===== config.mk =====
export PLATFORM = sky130hd
export DESIGN_NAME = spi_reg_controller
export DESIGN_NICKNAME = d
export VERILOG_FILES = /design/src/rtl/spi_reg_controller.sv
export SDC_FILE = /design/constraint.sdc
export NUM_CORES = 1
export LEC_CHECK = 0
export BUFFER_PORTS_ARGS = -buffer_cell sky130_fd_sc_hd__buf_2
export CAP_MARGIN = 10
export CORE_MARGIN = 2
export CORE_UTILIZATION = 35
export DETAILED_ROUTE_END_ITERATION = 8
export PLACE_DENSITY = 0.56
export SLEW_MARGIN = 20
export SYNTH_ARGS = -nofsm -noshare
export SYNTH_HDL_FRONTEND = slang
export SYNTH_SLANG_ARGS = --single-unit

===== constraint.sdc =====
create_clock -name clk -period 2.9 [get_ports clk]
set_input_delay 0.29 -clock clk [delete_from_list [all_inputs] [get_ports clk]]
set_output_delay 0.29 -clock clk [all_outputs]
set_load 0.05 [all_outputs]

===== src/rtl/spi_reg_controller.sv =====
// spi_reg_controller: SPI mode-0 write-only frame receiver committing 16-bit frames into a config register bank
module spi_reg_controller #(
   parameter int NUM_REGS    = 5,
   parameter int DATA_W      = 8,
   parameter int SYNC_STAGES = 2
) (
   input  logic                       clk,
   input  logic                       rst_n,
   input  logic                       sclk,
   input  logic                       copi,
   input  logic                       ncs,
   output logic [NUM_REGS*DATA_W-1:0] regs_o,
   output logic                       wr_strobe,
   output logic [6:0]                 wr_addr,
   output logic                       frame_err
);
   typedef enum logic [1:0] {IDLE, SHIFT, COMMIT, DISCARD} state_e;
   localparam logic [6:0] NREG = 7'(NUM_REGS);
   logic [1:0]                 rst_sync_q;
   logic                       arst_n;
   logic [SYNC_STAGES-1:0]     sclk_q, copi_q, ncs_q, vld_q;
   logic                       sclk_hist_q, ncs_hist_q, armed_q;
   logic                       sclk_s, copi_s, ncs_s, sclk_rise, ncs_rise, ncs_fall, hold;
   state_e                     state_q, state_d;
   logic [4:0]                 bit_cnt_q, bit_cnt_d;
   logic [15:0]                shift_q, shift_d;
   logic [NUM_REGS*DATA_W-1:0] regs_q;
   logic                       wr_strobe_q, frame_err_q;
   logic [6:0]                 wr_addr_q;
   logic                       frame_ok, is_read;

   always_ff @(posedge clk or negedge rst_n)
      if (!rst_n) rst_sync_q <= '0;
      else        rst_sync_q <= {rst_sync_q[0], 1'b1};
   assign arst_n = rst_sync_q[1];

   assign sclk_s    = sclk_q[SYNC_STAGES-1];
   assign copi_s    = copi_q[SYNC_STAGES-1];
   assign ncs_s     = ncs_q[SYNC_STAGES-1];
   assign hold      = (state_q == COMMIT) || (state_q == DISCARD);
   assign sclk_rise = sclk_s & ~sclk_hist_q;
   assign ncs_rise  = ncs_s & ~ncs_hist_q;
   // a frame already running at reset release never arms, so its fall is ignored
   assign ncs_fall  = ~ncs_s & ncs_hist_q & armed_q;

   always_ff @(posedge clk or negedge arst_n)
      if (!arst_n) begin
         sclk_q      <= '0;
         copi_q      <= '0;
         ncs_q       <= '1;
         vld_q       <= '0;
         sclk_hist_q <= 1'b0;
         ncs_hist_q  <= 1'b1;
         armed_q     <= 1'b0;
      end else begin
         sclk_q      <= {sclk_q[SYNC_STAGES-2:0], sclk};
         copi_q      <= {copi_q[SYNC_STAGES-2:0], copi};
         ncs_q       <= {ncs_q[SYNC_STAGES-2:0], ncs};
         vld_q       <= {vld_q[SYNC_STAGES-2:0], 1'b1};
         sclk_hist_q <= sclk_s;
         ncs_hist_q  <= hold ? ncs_hist_q : ncs_s;
         armed_q     <= armed_q | (vld_q[SYNC_STAGES-1] & ncs_s);
      end

   assign frame_ok = (bit_cnt_q == 5'd16) && shift_q[15] && (shift_q[14:8] < NREG);
   assign is_read  = (bit_cnt_q == 5'd16) && !shift_q[15];

   always_comb begin
      state_d   = state_q;
      bit_cnt_d = bit_cnt_q;
      shift_d   = shift_q;
      case (state_q)
         IDLE:
            if (ncs_fall) begin
               state_d   = SHIFT;
               bit_cnt_d = '0;
               shift_d   = '0;
            end
         SHIFT:
            if (ncs_rise) state_d = frame_ok ? COMMIT : DISCARD;
            else if (sclk_rise) begin
               shift_d   = {shift_q[14:0], copi_s};
               bit_cnt_d = (bit_cnt_q == 5'd17) ? bit_cnt_q : bit_cnt_q + 5'd1;
            end
         default: state_d = IDLE;
      endcase
   end

   always_ff @(posedge clk or negedge arst_n)
      if (!arst_n) begin
         state_q     <= IDLE;
         bit_cnt_q   <= '0;
         shift_q     <= '0;
         regs_q      <= '0;
         wr_strobe_q <= 1'b0;
         wr_addr_q   <= '0;
         frame_err_q <= 1'b0;
      end else begin
         state_q     <= state_d;
         bit_cnt_q   <= bit_cnt_d;
         shift_q     <= shift_d;
         wr_strobe_q <= state_q == COMMIT;
         frame_err_q <= (state_q == DISCARD) && !is_read;
         if (state_q == COMMIT) begin
            regs_q[int'(shift_q[14:8])*DATA_W +: DATA_W] <= shift_q[DATA_W-1:0];
            wr_addr_q <= shift_q[14:8];
         end
      end

   assign regs_o    = regs_q;
   assign wr_strobe = wr_strobe_q;
   assign wr_addr   = wr_addr_q;
   assign frame_err = frame_err_q;
endmodule


==> reports/metrics.csv <==
stage,metric,value,unit
outcome,status,finished clean,
pwr,Worst VDD drop,247.3,uV
critical_path,Crit path max-delay family,simple AND/OR/NAND/NOR gates,
logic_synthesis,"EDFF count, synth",0,
logic_synthesis,Syn Area/Cell,14.71,um2
pwr,internal power,1.890,mW
sta,Final Hold Vio Count,0,
die,die height,107.3,um
global_route,largest net degree at the start of global routing,84,
global_route,vias in the first global route,2289,
cells_and_area,layout cell share with drive strength beyond 1,0.4551,
die,core region area,10320,um2
routing,via density per instance,4.786,
pwr,Static Leak,2.213,nW
cells_and_area,most frequent cells in the layout,"81 x dfrtp_1, 53 x buf_2, 32 x mux2_4",
die,Die W,107.3,um
critical_path,Critical Path AT,2790,ps
global_route,"Remaining Overflow, GRT",0,
pwr,Flop pwr share,0.513,
global_route,Overall Global Routing Usage,0.1336,
critical_path,startpoint types,flip-flop,
logic_synthesis,Synth area leaders,"dfrtp_1 55%, mux2_4 13%, mux2_2 3.9%",
sta,Worst Tran Pin Value,577.5,ps
clock_tree,CTS Sinks,85,
critical_path,R2R depth,9,
logic_synthesis,mapped cell area,3737,um2
critical_path,CP Capture Type,flip-flop,
clock_tree,CTS root buffer,clkbuf_8,
cells_and_area,Area growth syn-to-layout,18.21,%
die,starting density of the core,0.3620,
clock_tree,CTS buffer count,9,
critical_path,Crit-path slowest cell,or4_4,
placed_design,post-detail-place hpwl,4660,um
die,row count,37,
sta,Worst slew margin,0.6150,
pwr,total chip power,2.619,mW
logic_synthesis,Main synth FF type,dfrtp_1,
hold_path,Worst Hold Path Cells,1,
clock_tree,post-CTS setup buffers,0,
cells_and_area,layout net count,328,
die,I/O pins,54,
sta,crit path time final,2552,ps
routing,via count,2197,
clock_tree,H-tree Lvls,3,
placed_design,port bufs,53,
logic_synthesis,sequential area share after synthesis,0.5701,
placed_design,gp weighted congestion,0.7946,
sta,Slew Limit Fails,0,
routing,drt total wl,6832,um
logic_synthesis,largest area contributor in the netlist,dfrtp_1,
sta,clock skew,8.988,ps
critical_path,Critical Path Stages,9,
cells_and_area,fillcell total,967,
global_route,initial antenna violation count,0,
die,Die ar.,11520,um2
critical_path,crit path kind,reg2reg,
cells_and_area,"most common cell after layout, fill and taps aside",dfrtp_1,
sta,maximum clock rate,0.3919,GHz
pwr,combinational group share of total power,0.123,
routing,First-pass DRT Iterations,5,
clock_tree,Worst-path clk slew,90,ps
hold_path,Hold Crit Class,in2reg,
logic_synthesis,Synth warnings,0,
critical_path,Crit path largest cell delay,550,ps
routing,drt drc,0,
job,Max-cap violations,0,
sta,Final Setup Violations,0,
pwr,switch share,0.2783,
cells_and_area,n_diodes,0,
sta,Fin Setup TNS,0,ps
global_route,first-pass GRT wire length,11860,um
sta,Tcrit/Tclk final,0.8800,
clock_tree,clk_lat worst skew,350,ps
critical_path,critical path's most frequent cell,ha_1,
clock_tree,CTS tree,built,
pwr,clock share of power,0.364,
pwr,power per standard cell area,592.7,nW/um2
logic_synthesis,Synth async-reset ratio,1.000,
logic_synthesis,synthesized instance count,254,
logic_synthesis,post-synth top area share,0.5490,
routing,"antenna viol nets, final",0,
logic_synthesis,post-synthesis cell type count,52,
logic_synthesis,Synth Register Bits,85,
routing,DRT iter0 DRCs,96,
critical_path,Crit Path Max Fanout,8,
critical_path,"Critical Path, Cell by Cell",inv_1 -> ha_1 -> nand2b_1 -> nor2_2 -> ha_1 -> and2b_2 -> nand3_4 -> or4_4 -> mux2_4,
clock_tree,Clock Path Buffers,2,
sta,RSZ-0062 raised after global routing,false,
critical_path,Buf/Inv on CP,1,
pwr,Net Sw Power,728.8,uW
critical_path,CP Data Required Time,3140,ps
routing,routed length per instance,14.88,um
-- layout make-up --
type / instances / area [um2] / share of cell area
Timing Repair Buffer: 62 / 347.8 / 0.07873
Inverter: 9 / 33.78 / 0.007647
Clock inverter: 6 / 92.59 / 0.02096
Tap cell: 136 / 170.2 / 0.03852
Multi-Input combinational cell: 151 / 1501 / 0.3398
Sequential cell: 85 / 2135 / 0.4831
Clock buffer: 10 / 137.6 / 0.03115
-- what timing repair did --
action                                  in CTS  in global routing
resized for setup                            0                  1
hold buffers                                 1                  0
endpoints found under the setup margin       0                  8
endpoints found under the hold margin        2                  0
-- sequential cells by signal (all words and copies together), names as in the netlist --
| name | cells |
|---|---|
| regs_o | 40 |
| shift_q | 16 |
| wr_addr | 7 |
| bit_cnt_q | 5 |
| copi_q | 2 |
| ncs_q | 2 |
| rst_sync_q | 2 |
| sclk_q | 2 |
| state_q | 2 |
| vld_q | 2 |
| armed_q | 1 |
| frame_err | 1 |
| ncs_hist_q | 1 |
| sclk_hist_q | 1 |
| wr_strobe | 1 |
-- Yosys cell counts, types with 2 or more instances --
cell type,instances
ha_1,5
nand3_1,4
mux2_4,32
clkbuf_1,4
and2_1,8
nor3_1,3
a22o_1,14
xnor2_4,2
xor2_1,2
dfstp_2,3
nand2_1,9
a21oi_1,2
inv_1,9
nor4_4,3
or4_1,2
mux2_2,13
or3b_2,2
dfrtp_1,82
a22o_2,2
nand2b_1,4
buf_6,2
nor2_1,8
a21o_1,3
o21ai_0,8
-- final timing paths --
kind,to,from,slack [ps]
setup / recovery,regs_o[14],shift_q[8],350
min in group asynchronous,rst_sync_q[1],rst_n,240
hold reg to reg,regs_o[2],rst_sync_q[1],310
max in group asynchronous,ncs_q[1],rst_sync_q[1],1910
setup reg to reg,regs_o[14],shift_q[8],350
hold / removal,ncs_q[0],ncs,30
-- metrics by stage --
step                      worst slack (ps)  std cells  hold slack [ps]  cell area, um2    util
after floorplan                      360.7        255           -5.591            3741       -
after global placement               256.6        441            74.92            4154  0.4024
final                                348.0        459            29.21            4418  0.4279
after global routing                 103.0        459            10.98            4418  0.4279
after detailed placement             187.7        441            75.82            4154  0.4024
after CTS                            173.5        458            2.407            4394  0.4256
-- logic make-up (layout without fill, tap and decap cells) --
group                    Yosys count  count (layout)  synth area share
AO/OA/AOI/OAI                     36              36           0.07600
XOR/XNOR                           4               4           0.01942
adder cells (fa/ha/maj)            5               5           0.01674
buffers and inverters             19              87           0.03013
flip-flops                        85              85            0.5701
multiplexers                      46              46            0.1707
other                              1               2          0.001003
AND/OR/NAND/NOR                   58              58            0.1158
-- layer usage --
layer	share of wire	vias to the layer above	track usage
met5	0	-	0
met4	0.021	0	0.05220
met3	0.042	14	0.03935
met2	0.47	51	0.2025
met1	0.46	1107	0.1802
li1	-	1025	-
-- worst register-to-register path: cells and delay by family, from the launching register on --
kind          cells  cell delay (ps)
fa+ha+maj         2              410
flops             1              380
simple gates      5             1140
mux               1              330
buf+inv           1              160
-- power groups by stage --
| stage | sequential [mW] | combinational, mW | clock, mW |
|---|---|---|---|
| global placement | 1.38 | 0.310 | 0 |
| floorplan | 1.40 | 0.206 | 0 |
| global route | 1.36 | 0.367 | 1.04 |
| detailed placement | 1.38 | 0.310 | 0 |
| CTS | 1.36 | 0.314 | 0.997 |
| finish | 1.34 | 0.321 | 0.954 |
Power figures use the tool's default switching activity.
